**src/rtl/uart_regif_pkg.sv**
```systemverilog
// uart_regif_pkg: shared constants and types for the uart_regif register slave.
//   - register offsets (word index, bus_addr[3:2])
//   - STATUS / CTRL bit positions
//   - FSM state type
//   - default reset value of the baud divider (18 -> 115200)
package uart_regif_pkg;

    localparam logic [1:0] RegData   = 2'd0;
    localparam logic [1:0] RegStatus = 2'd1;
    localparam logic [1:0] RegBaud   = 2'd2;
    localparam logic [1:0] RegCtrl   = 2'd3;

    localparam int unsigned StatTxFull    = 0;
    localparam int unsigned StatRxEmpty   = 1;
    localparam int unsigned StatSwUpgrade = 2;
    localparam int unsigned StatTxDrop    = 3;

    localparam int unsigned CtrlRxIe   = 0;
    localparam int unsigned CtrlTxIe   = 1;
    localparam int unsigned CtrlDropIe = 2;

    localparam logic [7:0] BaudRstDefault = 8'd18;

    typedef enum logic [1:0] {
        StIdle,
        StTxWait,
        StRxPop,
        StRxCap
    } state_e;

endpackage

```
**src/rtl/uart_regif_if.sv**
```systemverilog
// uart_regif_if: peripheral bus between the core (master) and uart_regif (slave).
//   req    master->slave  request valid
//   we     master->slave  1 = write, 0 = read
//   addr   master->slave  byte address (ADDR_W bits)
//   wdata  master->slave  write data (XLEN bits)
//   be     master->slave  byte enables (XLEN/8 bits)
//   gnt    slave->master  request accepted this cycle
//   rvalid slave->master  read data valid, one pulse per accepted read
//   rdata  slave->master  read data (XLEN bits)
interface uart_regif_if #(
    parameter int unsigned XLEN   = 32,
    parameter int unsigned ADDR_W = 4
);
    logic              req;
    logic              we;
    logic [ADDR_W-1:0] addr;
    logic [XLEN-1:0]   wdata;
    logic [XLEN/8-1:0] be;
    logic              gnt;
    logic              rvalid;
    logic [XLEN-1:0]   rdata;

    modport master (
        output req, we, addr, wdata, be,
        input  gnt, rvalid, rdata
    );

    modport slave (
        input  req, we, addr, wdata, be,
        output gnt, rvalid, rdata
    );
endinterface

```
**src/rtl/uart_regif.sv**
```systemverilog
// uart_regif: memory-mapped register slave in front of uart_mgr's byte interface.
// Turns bus loads/stores into TX pushes, RX pops, status reads and baud configuration.
// A TX byte waits at most TX_WAIT_MAX cycles for uart_wr_ready, then is dropped and
// the sticky tx_drop status bit is set.
//
// Optional feature macro: UART_REGIF_IRQ_EN (CTRL register + registered level irq).
// Without it CTRL reads 0, ignores writes and irq is tied 0.
//
// Ports:
//   clk, rstb            clock, asynchronous active-low reset
//   bus                  uart_regif_if.slave (req/we/addr/wdata/be -> gnt/rvalid/rdata)
//   uart_wr_req/_data    TX push request and byte, uart_wr_ready = TX FIFO not full
//   uart_rd_req          RX pop request, uart_rd_data valid the cycle after the pop
//   uart_rd_ready        RX pop allowed
//   uart_txfifo_full, uart_rxfifo_empty, during_sw_upgrade   status inputs
//   baudrate_cfg         baud divider to uart_mgr
//   irq                  level interrupt
module uart_regif
    import uart_regif_pkg::*;
#(
    parameter int unsigned XLEN        = 32,
    parameter int unsigned ADDR_W      = 4,
    parameter int unsigned TX_WAIT_MAX = 1024,
    parameter logic [7:0]  BAUD_RST    = BaudRstDefault
) (
    input  logic       clk,
    input  logic       rstb,
    uart_regif_if.slave bus,
    output logic       uart_wr_req,
    output logic [7:0] uart_wr_data,
    input  logic       uart_wr_ready,
    output logic       uart_rd_req,
    input  logic [7:0] uart_rd_data,
    input  logic       uart_rd_ready,
    input  logic       uart_txfifo_full,
    input  logic       uart_rxfifo_empty,
    input  logic       during_sw_upgrade,
    output logic [7:0] baudrate_cfg,
    output logic       irq
);

    localparam int unsigned CntW = $clog2(TX_WAIT_MAX + 1);
    // Last wait cycle: the counter steps to TX_WAIT_MAX on this edge.
    localparam logic [CntW-1:0] WaitLast = CntW'(TX_WAIT_MAX - 1);

    state_e          state_q;
    logic [CntW-1:0] cnt_q;
    logic            tx_drop_q;
    logic            rvalid_q;
    logic [XLEN-1:0] rdata_q;

    logic            gnt;
    logic            unmapped;
    logic [1:0]      offset;
    logic            wr_en;
    logic [2:0]      ctrl_rd;
    logic [XLEN-1:0] csr_rdata;

    // Address bits above the 4-register window mark an unmapped access.
    if (ADDR_W > 4) begin : g_upper_addr
        assign unmapped = |bus.addr[ADDR_W-1:4];
    end else begin : g_no_upper_addr
        assign unmapped = 1'b0;
    end

    assign offset     = bus.addr[3:2];
    assign gnt        = bus.req & (state_q == StIdle);
    assign wr_en      = gnt & bus.we & ~unmapped & bus.be[0];
    assign bus.gnt    = gnt;
    assign bus.rvalid = rvalid_q;
    assign bus.rdata  = rdata_q;

    logic unused_bus_bits;
    assign unused_bus_bits = ^{bus.be[XLEN/8-1:1], bus.wdata[XLEN-1:8], bus.addr[1:0]};

    always_comb begin
        csr_rdata = '0;
        if (!unmapped) begin
            case (offset)
                RegStatus: begin
                    csr_rdata[StatTxFull]    = uart_txfifo_full;
                    csr_rdata[StatRxEmpty]   = uart_rxfifo_empty;
                    csr_rdata[StatSwUpgrade] = during_sw_upgrade;
                    csr_rdata[StatTxDrop]    = tx_drop_q;
                end
                RegBaud: csr_rdata[7:0] = baudrate_cfg;
                RegCtrl: csr_rdata[2:0] = ctrl_rd;
                default: ; // DATA read that reaches here has an empty RX FIFO: reads 0
            endcase
        end
    end

    always_ff @(posedge clk or negedge rstb) begin
        if (!rstb) begin
            state_q      <= StIdle;
            cnt_q        <= '0;
            tx_drop_q    <= 1'b0;
            rvalid_q     <= 1'b0;
            rdata_q      <= '0;
            uart_wr_req  <= 1'b0;
            uart_wr_data <= '0;
            uart_rd_req  <= 1'b0;
            baudrate_cfg <= BAUD_RST;
        end else begin
            rvalid_q <= 1'b0;
            unique case (state_q)
                StIdle: begin
                    if (gnt && bus.we) begin
                        if (wr_en) begin
                            case (offset)
                                RegData: begin
                                    uart_wr_data <= bus.wdata[7:0];
                                    uart_wr_req  <= 1'b1;
                                    cnt_q        <= '0;
                                    state_q      <= StTxWait;
                                end
                                // W1C only happens in idle and the drop only in TX wait, so
                                // a set can never be lost to a clear.
                                RegStatus: if (bus.wdata[StatTxDrop]) tx_drop_q <= 1'b0;
                                RegBaud:   baudrate_cfg <= bus.wdata[7:0];
                                default:   ; // CTRL is handled with the irq logic
                            endcase
                        end
                    end else if (gnt) begin
                        if (!unmapped && offset == RegData && !uart_rxfifo_empty) begin
                            uart_rd_req <= 1'b1;
                            state_q     <= StRxPop;
                        end else begin
                            rvalid_q <= 1'b1;
                            rdata_q  <= csr_rdata;
                        end
                    end
                end
                StTxWait: begin
                    // A push accepted on the last wait cycle still counts as delivered.
                    if (uart_wr_ready) begin
                        uart_wr_req <= 1'b0;
                        state_q     <= StIdle;
                    end else if (cnt_q == WaitLast) begin
                        uart_wr_req <= 1'b0;
                        tx_drop_q   <= 1'b1;
                        cnt_q       <= cnt_q + CntW'(1);
                        state_q     <= StIdle;
                    end else begin
                        cnt_q <= cnt_q + CntW'(1);
                    end
                end
                StRxPop: begin
                    if (uart_rd_ready) begin
                        uart_rd_req <= 1'b0;
                        state_q     <= StRxCap;
                    end
                end
                StRxCap: begin
                    rvalid_q <= 1'b1;
                    rdata_q  <= XLEN'({1'b1, uart_rd_data});
                    state_q  <= StIdle;
                end
                default: state_q <= StIdle;
            endcase
        end
    end

`ifdef UART_REGIF_IRQ_EN
    logic [2:0] ctrl_q;

    assign ctrl_rd = ctrl_q;

    always_ff @(posedge clk or negedge rstb) begin
        if (!rstb) begin
            ctrl_q <= '0;
            irq    <= 1'b0;
        end else begin
            if (wr_en && offset == RegCtrl) ctrl_q <= bus.wdata[2:0];
            irq <= (ctrl_q[CtrlRxIe]   & ~uart_rxfifo_empty) |
                   (ctrl_q[CtrlTxIe]   & ~uart_txfifo_full)  |
                   (ctrl_q[CtrlDropIe] & tx_drop_q);
        end
    end
`else
    assign ctrl_rd = '0;
    assign irq     = 1'b0;
`endif

endmodule

```
**src/flat_wrapper.sv**
```systemverilog
// flat-port wrapper written by rule: the top's interface ports become plain ports
module uart_regif_flat import uart_regif_pkg::*;
#(
    parameter int unsigned XLEN        = 32,
    parameter int unsigned ADDR_W      = 4,
    parameter int unsigned TX_WAIT_MAX = 1024,
    parameter logic [7:0]  BAUD_RST    = BaudRstDefault
)
  (clk, rstb, uart_wr_req, uart_wr_data, uart_wr_ready, uart_rd_req, uart_rd_data, uart_rd_ready, uart_txfifo_full, uart_rxfifo_empty, during_sw_upgrade, baudrate_cfg, irq, bus_req, bus_we, bus_addr, bus_wdata, bus_be, bus_gnt, bus_rvalid, bus_rdata);
  uart_regif_if #(.XLEN(XLEN), .ADDR_W(ADDR_W)) bus_i ();
  input  logic clk;
  input  logic rstb;
  output logic uart_wr_req;
  output logic [7:0] uart_wr_data;
  input  logic uart_wr_ready;
  output logic uart_rd_req;
  input  logic [7:0] uart_rd_data;
  input  logic uart_rd_ready;
  input  logic uart_txfifo_full;
  input  logic uart_rxfifo_empty;
  input  logic during_sw_upgrade;
  output logic [7:0] baudrate_cfg;
  output logic irq;
  input wire logic [$bits(bus_i.req)-1:0] bus_req;
  input wire logic [$bits(bus_i.we)-1:0] bus_we;
  input wire logic [$bits(bus_i.addr)-1:0] bus_addr;
  input wire logic [$bits(bus_i.wdata)-1:0] bus_wdata;
  input wire logic [$bits(bus_i.be)-1:0] bus_be;
  output wire logic [$bits(bus_i.gnt)-1:0] bus_gnt;
  output wire logic [$bits(bus_i.rvalid)-1:0] bus_rvalid;
  output wire logic [$bits(bus_i.rdata)-1:0] bus_rdata;
  assign bus_i.req = bus_req;
  assign bus_i.we = bus_we;
  assign bus_i.addr = bus_addr;
  assign bus_i.wdata = bus_wdata;
  assign bus_i.be = bus_be;
  assign bus_gnt = bus_i.gnt;
  assign bus_rvalid = bus_i.rvalid;
  assign bus_rdata = bus_i.rdata;
  uart_regif #(.XLEN(XLEN), .ADDR_W(ADDR_W), .TX_WAIT_MAX(TX_WAIT_MAX), .BAUD_RST(BAUD_RST)) u_core (.clk(clk), .rstb(rstb), .bus(bus_i), .uart_wr_req(uart_wr_req), .uart_wr_data(uart_wr_data), .uart_wr_ready(uart_wr_ready), .uart_rd_req(uart_rd_req), .uart_rd_data(uart_rd_data), .uart_rd_ready(uart_rd_ready), .uart_txfifo_full(uart_txfifo_full), .uart_rxfifo_empty(uart_rxfifo_empty), .during_sw_upgrade(during_sw_upgrade), .baudrate_cfg(baudrate_cfg), .irq(irq));
endmodule
```
**config.mk**
```make
export PLATFORM = sky130hd
export DESIGN_NAME = uart_regif_flat
export DESIGN_NICKNAME = d
export VERILOG_FILES = /design/src/rtl/uart_regif_pkg.sv /design/src/rtl/uart_regif_if.sv /design/src/rtl/uart_regif.sv /design/src/flat_wrapper.sv
export SDC_FILE = /design/constraint.sdc
export NUM_CORES = 1
export LEC_CHECK = 0
export ABC_AREA = 0
export CORE_AREA = 2 2 91 93
export CTS_BUF_LIST = sky130_fd_sc_hd__clkbuf_2 sky130_fd_sc_hd__clkbuf_4 sky130_fd_sc_hd__clkbuf_8
export DETAILED_ROUTE_END_ITERATION = 10
export DIE_AREA = 0 0 93 95
export MAX_ROUTING_LAYER = met4
export PLACE_DENSITY = 0.68
export SKIP_LAST_GASP = 1
export SYNTH_ARGS = -nofsm -noshare
export SYNTH_HDL_FRONTEND = slang
export SYNTH_SLANG_ARGS = --single-unit
```
**constraint.sdc**
```tcl
create_clock -name clk -period 2.2 [get_ports clk]
set_clock_uncertainty 0.1 [all_clocks]
set_input_delay 0.33 -clock clk [delete_from_list [all_inputs] [get_ports clk]]
set_output_delay 0.33 -clock clk [all_outputs]
set_load 0.005 [all_outputs]
```
==> results of run 1 <==
## synthesized netlist by cell type, types with 4 or more instances
master	n	area share [%]
a21oi_1	9	1.9
a22oi_1	4	1.3
buf_4	24	7.8
dfrtp_1	40	43
ha_1	9	4.9
inv_1	8	1.3
mux2_1	5	2.4
mux2_2	16	7.8
nand2_1	21	3.4
nand2b_1	4	1.1
nand3_1	10	2.2
nor2_1	4	0.65
o21ai_0	17	3.7
o221ai_1	4	1.5
o31ai_1	4	1.3
## power groups by stage
| stage | clock [mW] | combinational, mW | sequential, mW |
|---|---|---|---|
| after floorplan | 0 | 0.697 | 1.23 |
| after global placement | 0 | 1.44 | 1.24 |
| after detailed placement | 0 | 1.46 | 1.25 |
| after CTS | 0.532 | 1.52 | 1.23 |
| after global routing | 0.559 | 1.69 | 1.27 |
| final | 0.509 | 1.52 | 1.23 |
## worst register-to-register path, cell delays in order, from the launching register on
cell	delay (ns)
dfrtp_1	0.40
buf_4	0.14
ha_1	0.24
nand2b_1	0.19
a22o_1	0.25
or4_4	0.51
o31ai_2	0.19
## what timing repair did
action	4_1_cts	5_1_grt
gates resized for setup	5	4
pin swaps	0	2
hold buffers	1	0
cloned	0	0
setup buffers	2	3
endpoints found under the setup margin	1	4
hold endpoints to repair	21	0
## layout make-up
class,count,area [sq um]
clock inverters,3,21.3
clock buffers,5,68.8
repair buffers,89,842
well taps,105,131
fillers,787,4650
inverters,9,33.8
flip-flops and latches,42,1050
multi-input cells,166,1120
## placed cells by master, fill, tap and decap left out, types with 3 or more instances in the layout
cell and n:
o221ai_1 4, buf_4 29, o31ai_1 3, ha_1 7, conb_1 24, o21ai_0 17, dfrtp_1 40, mux2_2 16
mux2_1 5, nand3_1 10, buf_12 3, nor2_1 4, inv_2 3, or3_1 3, inv_1 6, mux2i_1 3
nand2b_1 4, o21ai_1 3, a21oi_1 9, a22oi_1 4, clkdlybuf4s50_1 54, clkbuf_8 5, and2_1 3, nand4_1 3
nand2_1 21
## state kept, by name, summed over array words and instances, names as in the netlist
name,count
u_core.bus.rvalid,1
u_core.bus.rdata,9
u_core.uart_wr_req,1
u_core.baudrate_cfg,8
u_core.state_q,2
u_core.cnt_q,11
u_core.uart_wr_data,8
u_core.tx_drop_q,1
u_core.uart_rd_req,1
## path summary, 6_finish.rpt
path | startpoint | to | slack (ns) | cells past startpoint
min in group asynchronous | rstb | u_core.uart_wr_data[5]$_DFFE_PN0P_ | 0.43 | 2
max in group asynchronous | rstb | u_core.baudrate_cfg[4]$_DFFE_PN1P_ | 1.00 | 3
hold reg to reg | u_core.bus.rdata[8]$_DFFE_PN0P_ | u_core.bus.rdata[8]$_DFFE_PN0P_ | 0.39 | 1
setup reg to reg | u_core.state_q[0]$_DFFE_PN0P_ | u_core.cnt_q[9]$_DFFE_PN0P_ | 0.1 | 6
setup / recovery | u_core.state_q[0]$_DFFE_PN0P_ | u_core.cnt_q[9]$_DFFE_PN0P_ | 0.1 | 6
hold / removal | u_core.bus.rdata[8]$_DFFE_PN0P_ | u_core.bus.rdata[8]$_DFFE_PN0P_ | 0.39 | 1
## cell families (layout without fill, tap and decap cells)
group                      after synthesis  in the layout  share of synthesized area [%]
adders and majority gates                9              9                           4.87
AOI/OAI and AO/OA                       51             51                           14.1
buffers and inverters                   39            106                           10.7
and+or+nand+nor                         57             57                           12.7
xor gates and xnor gates                 1              1                          0.379
other                                    1             24                          0.162
DFF                                     42             42                           45.6
muxes                                   24             24                           11.5
## routing by layer
layer,vias up,global-route usage (%)
met2,52,21.3
met5,-,-
met4,0,5.27
met3,7,2.63
li1,937,-
met1,901,17.6
==> qor.yml, run 1 <==
setup_tns_ns: 0
ys_dominant_reg_cell: "dfrtp_1"
setup_viol_count_final: 0
pwr-share-comb_pct: 46.7
grt.total_usage_pct: 13.6
io_pins: 110
rows: 33
final_area_sq_mm: 0.00327
crit_chain: "buf_4 -> ha_1 -> nand2b_1 -> a22o_1 -> or4_4 -> o31ai_2"
clk_pin_slew_worst_paths_ns: 0.08
period_share_pct: 95.6
cts_inserted_buffers: 5
cts_root_buf: "clkbuf_8"
vdd_drop_max_uv: 482
globalplace.congestion: 0.818
cp_slowest_stage_delay_ns: 0.51
cp_max_fo: 4
path_class: "register to register"
die_h_microns: 95
worstPathRequired_ns: 2.31
dp_hpwl_microns: 4240
clk_latency_ns: 0.30
pwr-share-clk_pct: 15.6
drcViolationCount: 0
relSlewSlack_pct: 64.1
routed-wl-met2_microns: 2630
hp-class: "register to register"
portBuffers: 56
power.internal_mw: 2.17
syn_area_per_cell_sq_um: 10.3
place_area_sq_mm: 0.00311
clockBufferDepth: 2
rsz0062_at_grt: "false"
worst-path-buf-inv: 1
status: "completed"
switching_power_mw: 1.09
syn_inst: 224
fin_cells: 419
dr.pass1.iters: 4
wl_microns: 5460
critPathTopFamily: "simple AND/OR/NAND/NOR gates"
grt_pass1_wl_microns: 9070
vias: 1897
hold_violations: 0
cts_max_level: 2
cap_violations: 0
preCtsSetupSlack_ns: -0.250
area_delta_synth_final_pct: 41.6
nets: 379
finalPower_mw: 3.26
drtIter0Drc: 66
routed.top_layer: "met4"
dieArea_sq_mm: 0.00884
synth_seq_cells: 42
timing.final.ws_setup_ns: 0.0971
antenna_cells: 0
end_kind: "register"
cts_tree: "yes"
ant_nets: 0
gr-total-overflow: 0
start_util_pct: 29.2
drv_slew: 0
synth.distinct_cells: 44
vias_per_cell: 4.53
drive_above_1_share_pct: 21.7
die_x_microns: 93
timing.fmax_mhz: 476
coreArea_sq_mm: 0.00793
place_inst: 405
holdWs_ns: 0.388
async_flop_share_pct: 100
start_kind: "register"
fin_util_pct: 41.3
grt_pass1_vias: 1851
grt_max_degree: 24
synth-edff-count: 0
yosysWarnings: 0
antenna_found_initial: 0
power.density_mw_per_mm2: 996
wl_met1_microns: 2470
detail_route.wl_per_cell_microns: 13.0
synth_area_sq_mm: 0.00231
met3_length_microns: 261
cts_sinks: 42
worst_ep_arrival_time_ns: 2.22
p_leak_nw: 1.44
swShare_pct: 33.3
layout_min_cycle_time_ns: 2.10
cp_slowest_cell: "or4_4"
worst_pin_slew_ns: 0.534
pwr-share-seq_pct: 37.7
ys_seq_area_share_pct: 45.6
Note: power is estimated with default switching activity, not from simulation.
==> inputs of run 2 (changes only) <==
--- a/config.mk
+++ b/config.mk
@@ -6,6 +6,7 @@
 export NUM_CORES = 1
 export LEC_CHECK = 0
 export ABC_AREA = 0
+export CAP_MARGIN = 10
 export CORE_AREA = 2 2 91 93
 export CTS_BUF_LIST = sky130_fd_sc_hd__clkbuf_2 sky130_fd_sc_hd__clkbuf_4 sky130_fd_sc_hd__clkbuf_8
 export DETAILED_ROUTE_END_ITERATION = 10
==> constraint.sdc (replaced) <==
create_clock -name clk -period 2.2 [get_ports clk]
set_clock_uncertainty 0.1 [all_clocks]
set_input_delay 0.33 -clock clk [delete_from_list [all_inputs] [get_ports clk]]
set_output_delay 0.33 -clock clk [all_outputs]
set_load 0.01 [all_outputs]
==> run 2 against run 1 <==
  * Cell area fell by 0.57%
  * Non-clock buffer count fell by 5
  * Clock power rose by 21%
  * Sequential power barely moved
  * Hold slack improved by 0.011 ns
==> qor.yml, run 2 (synthesis gave the netlist of run 1 again) <==
cts_root_buf: "clkbuf_8"
cts_tree: "yes"
place_area_sq_mm: 0.00311
r2r_slack_ns: 0.06
vias: 1871
dieArea_sq_mm: 0.00884
drtIter0Drc: 46
drv_slew: 0
area_delta_synth_final_pct: 40.7
hold_violations: 0
portBuffers: 56
timing.fmax_mhz: 466
start_kind: "input pin"
cp_slowest_stage_delay_ns: 0.51
antenna_found_initial: 0
path_class: "input pin to register"
finalPower_mw: 3.42
cp_slowest_cell: "or4_1"
worstPathRequired_ns: 2.29
globalplace.congestion: 0.820
wl_microns: 5380
grt.total_usage_pct: 13.6
min_from: "u_core.bus.rdata[5]$_DFFE_PN0P_"
critPathTopFamily: "simple AND/OR/NAND/NOR gates"
end_kind: "register"
holdWs_ns: 0.399
largest_reg_flops: 11
final_area_sq_mm: 0.00325
cts_sinks: 42
rsz0062_at_grt: "true"
setup_tns_ns: 0
cts.repair_timing.setup_buffer_count: 0
drive_above_1_share_pct: 19.4
cts_inserted_buffers: 5
cap_violations: 0
layout_min_cycle_time_ns: 2.15
antenna_cells: 0
layout_commonest_cell: "clkdlybuf4s50_1"
crit_chain: "clkdlybuf4s50_1 -> inv_1 -> ha_2 -> nand4_1 -> a22o_1 -> or4_1 -> o31ai_1"
worst-path-buf-inv: 2
ant_nets: 0
hold_path_depth: 1
relSlewSlack_pct: 63.6
hp-class: "register to register"
die_x_microns: 93
cp_max_fo: 4
die_h_microns: 95
vdd_drop_max_uv: 452
rr_startpoint: "u_core.state_q[1]$_DFFE_PN0P_"
nets: 374
clockBufferDepth: 2
status: "completed"
rows: 33
gr-total-overflow: 0
largest_register: "u_core.cnt_q"
final_cell_mix: "54 x clkdlybuf4s50_1, 40 x dfrtp_1, 24 x conb_1, 24 x buf_4, 21 x nand2_1"
detail_route.wl_per_cell_microns: 13.0
period_share_pct: 97.5
clk_latency_ns: 0.30
r2r-end: "u_core.cnt_q[9]$_DFFE_PN0P_"
worst_ep_arrival_time_ns: 2.24
grt_pass1_vias: 1867
fin_util_pct: 41.1
worst_pin_slew_ns: 0.541
dr.pass1.iters: 4
vias_per_cell: 4.52
dp_hpwl_microns: 4360
start_util_pct: 29.2
worstHoldEndpoint: "u_core.bus.rdata[5]$_DFFE_PN0P_"
power.density_mw_per_mm2: 1050
clk_pin_slew_worst_paths_ns: 0.08
io_pins: 110
grt_max_degree: 24
grt_pass1_wl_microns: 9070
p_leak_nw: 1.44
setup_viol_count_final: 0
drcViolationCount: 0
r2r_cells: 6
coreArea_sq_mm: 0.00793
cts_max_level: 2
-- run 2: worst max-delay path by stage --
stage,start,endpoint,slack (ns),cells after the start
3_3_place_gp,bus_addr[2],u_core.cnt_q[9]$_DFFE_PN0P_,-0.23,7
6_report,bus_addr[2],u_core.cnt_q[9]$_DFFE_PN0P_,0.05,7
2_1_floorplan,u_core.state_q[0]$_DFFE_PN0P_,u_core.bus.rdata[4]$_DFFE_PN0P_,0.17,8
5_1_grt,bus_addr[3],u_core.cnt_q[9]$_DFFE_PN0P_,-0.06,7
3_5_place_dp,bus_addr[2],u_core.cnt_q[9]$_DFFE_PN0P_,-0.26,7
4_1_cts,u_core.state_q[0]$_DFFE_PN0P_,bus_gnt,0.006,4
-- run 2: repair_timing --
action                                 CTS  global route
hold buffers                             1             0
setup endpoints to repair                2             8
endpoints found under the hold margin   21             0
resized for setup                        3             3
-- run 2: layer usage --
layer	GRT usage [%]	vias to the layer above	part of all wire, %
li1	-	929	-
met1	17.7	892	47
met2	21.1	46	48
met3	2.71	4	3.5
met4	5.15	0	1.5
met5	-	-	0
-- run 2: worst register-to-register path: stages, from the launching register on --
cell and delay, ns:
dfrtp_1 0.41, inv_2 0.08, ha_1 0.24, nand2b_1 0.20, a22o_1 0.25, or4_1 0.51, o31ai_1 0.25
-- run 2: report_power, final --
part | switching [mW] | internal (mW) | leakage [nW]
combinational | 0.691 | 0.878 | 0.854
clock | 0.266 | 0.351 | 0.0548
sequential | 0.188 | 1.05 | 0.529
-- run 2: metrics by stage --
stage	worst slack, ns	instances
floorplan	0.173	247
finish	0.0540	414
detailed placement	-0.263	405
CTS	0.00596	414
global route	-0.0577	414
global placement	-0.227	405
-- run 2: cell type report --
class / count / area [sq um]
Sequential cell: 42 / 1050
Inverter: 9 / 33.8
Clock buffer: 6 / 76.3
Tap cell: 105 / 131
Clock inverter: 2 / 37.5
Timing Repair Buffer: 84 / 808
Fill cell: 785 / 4670
Multi-Input combinational cell: 166 / 1110
==> inputs of run 3 (changes only) <==
--- a/config.mk
+++ b/config.mk
@@ -17,3 +17,4 @@
 export SYNTH_ARGS = -nofsm -noshare
 export SYNTH_HDL_FRONTEND = slang
 export SYNTH_SLANG_ARGS = --single-unit
+export TNS_END_PERCENT = 1
==> run 3 against run 2 <==
  * Fmax barely moved
  * Sequential share of layout area barely moved
  * Cell count did not move
  * Cell area barely moved
  * Combinational power barely moved
  * Die area did not move
  * Global-route usage did not move
  * Utilization barely moved
  * Worst setup slack barely moved
  * Critical path depth did not move
  * Register-to-register slack barely moved
  * Via count rose by 0.48%
  * Largest power group unchanged
  * Highest routed layer unchanged
==> qor.yml, run 3 (synthesis gave the netlist of run 1 again) <==
critPathTopFamily: "simple AND/OR/NAND/NOR gates"
cp_slowest_cell: "or4_1"
hold_violations: 0
hold_path_depth: 1
antenna_found_initial: 0
dieArea_sq_mm: 0.00884
worstPathRequired_ns: 2.29
area_delta_synth_final_pct: 40.7
die_x_microns: 93
r2r_cells: 6
seq_area_sq_mm: 0.00105
power.internal_mw: 2.28
setup_viol_count_final: 0
cts.repair_timing.setup_buffer_count: 0
worst_ep_arrival_time_ns: 2.24
drv_slew: 0
path_depth: 7
place_area_sq_mm: 0.00311
portBuffers: 56
cts_tree: "yes"
grt_pass1_wl_microns: 9070
antenna_cells: 0
ant_nets: 0
rows: 33
hp-class: "register to register"
drive_above_1_share_pct: 19.1
end_kind: "register"
largest_reg_flops: 11
timing.fmax_mhz: 466
cp_max_fo: 4
period_share_pct: 97.6
cts_max_level: 2
final_area_sq_mm: 0.00325
vdd_drop_max_uv: 452
swShare_pct: 33.5
fin_util_pct: 41.0
vias_per_cell: 4.54
switching_power_mw: 1.15
coreArea_sq_mm: 0.00793
grt.total_usage_pct: 13.6
clk_latency_ns: 0.30
finalPower_mw: 3.42
dp_hpwl_microns: 4360
path_class: "input pin to register"
cap_violations: 0
status: "completed"
drtIter0Drc: 58
cts_sinks: 42
layout_min_cycle_time_ns: 2.15
crit_chain: "clkdlybuf4s50_1 -> inv_1 -> ha_2 -> nand4_1 -> a22o_1 -> or4_1 -> o31ai_1"
globalplace.congestion: 0.820
p_leak_nw: 1.44
nets: 374
power.density_mw_per_mm2: 1050
pwr-share-comb_pct: 45.9
cp_slowest_stage_delay_ns: 0.51
clk_pin_slew_worst_paths_ns: 0.08
grt_max_degree: 24
start_util_pct: 29.2
drcViolationCount: 0
fill_cells: 785
wl_microns: 5370
worst_pin_slew_ns: 0.546
start_kind: "input pin"
largest_register: "u_core.cnt_q"
detail_route.wl_per_cell_microns: 13.0
holdWs_ns: 0.399
layout_commonest_cell: "clkdlybuf4s50_1"
rsz0062_at_grt: "true"
grt_pass1_vias: 1867
r2r_slack_ns: 0.06
clockBufferDepth: 2
pwr-share-clk_pct: 18.0
pwr-share-seq_pct: 36.1
cts_inserted_buffers: 5
relSlewSlack_pct: 63.3
dr.pass1.iters: 4
cts_root_buf: "clkbuf_8"
worst-path-buf-inv: 2
die_h_microns: 95
vias: 1880
multi_input_area_sq_mm: 0.00111
final_cell_mix: "54 x clkdlybuf4s50_1, 40 x dfrtp_1, 24 x conb_1, 24 x buf_4, 21 x nand2_1"
gr-total-overflow: 0
io_pins: 110
run 3: cell count changes in the layout (fill, tap and decap cells not counted):
cell / previous run / this run
a221o_1: 0 / 1
a221o_2: 1 / 0
run 3: area by class of cell:
type / instances / area share, %
timing repair buffer: 84 / 24.8
inverter: 9 / 1.04
clock buffer: 6 / 2.35
multi-input combinational: 166 / 34.2
tap: 105 / 4.04
clock inverter: 2 / 1.15
sequential: 42 / 32.4
run 3: timing repair:
item                                   4_1_cts  5_1_grt
resized for setup                            3        2
setup endpoints to repair                    2        8
cloned                                       0        0
hold buffers                                 1        0
endpoints found under the hold margin       21        0
run 3: path summary, 6_finish.rpt:
kind	startpoint	to
worst min-delay path	u_core.bus.rdata[5]$_DFFE_PN0P_	u_core.bus.rdata[5]$_DFFE_PN0P_
worst max register to register	u_core.state_q[1]$_DFFE_PN0P_	u_core.cnt_q[9]$_DFFE_PN0P_
min in group asynchronous	rstb	u_core.uart_wr_data[5]$_DFFE_PN0P_
max in group asynchronous	rstb	u_core.baudrate_cfg[4]$_DFFE_PN1P_
worst min register to register	u_core.bus.rdata[5]$_DFFE_PN0P_	u_core.bus.rdata[5]$_DFFE_PN0P_
worst max-delay path	bus_addr[2]	u_core.cnt_q[9]$_DFFE_PN0P_
run 3: metrics by stage:
step	std cells	worst slack, ns	TNS [ns]
after global routing	414	-0.0525	-0.0687
after floorplan	247	0.173	0
after detailed placement	405	-0.263	-2.69
after global placement	405	-0.227	-2.32
final	414	0.0536	0
after CTS	414	0.00596	0
run 3: layer usage:
layer  GRT usage, %  wire length (microns)
met1           17.7                   2510
met4           5.15                     81
met5              -                      0
met2           21.1                   2580
met3           2.71                    200
run 3: power by group through the flow:
stage               clock network [mW]  registers [mW]  logic [mW]
floorplan                            0            1.31       0.709
global placement                     0            1.24        1.53
detailed placement                   0            1.25        1.56
CTS                              0.636            1.24        1.59
global route                     0.671            1.28        1.72
finish                           0.616            1.24        1.57
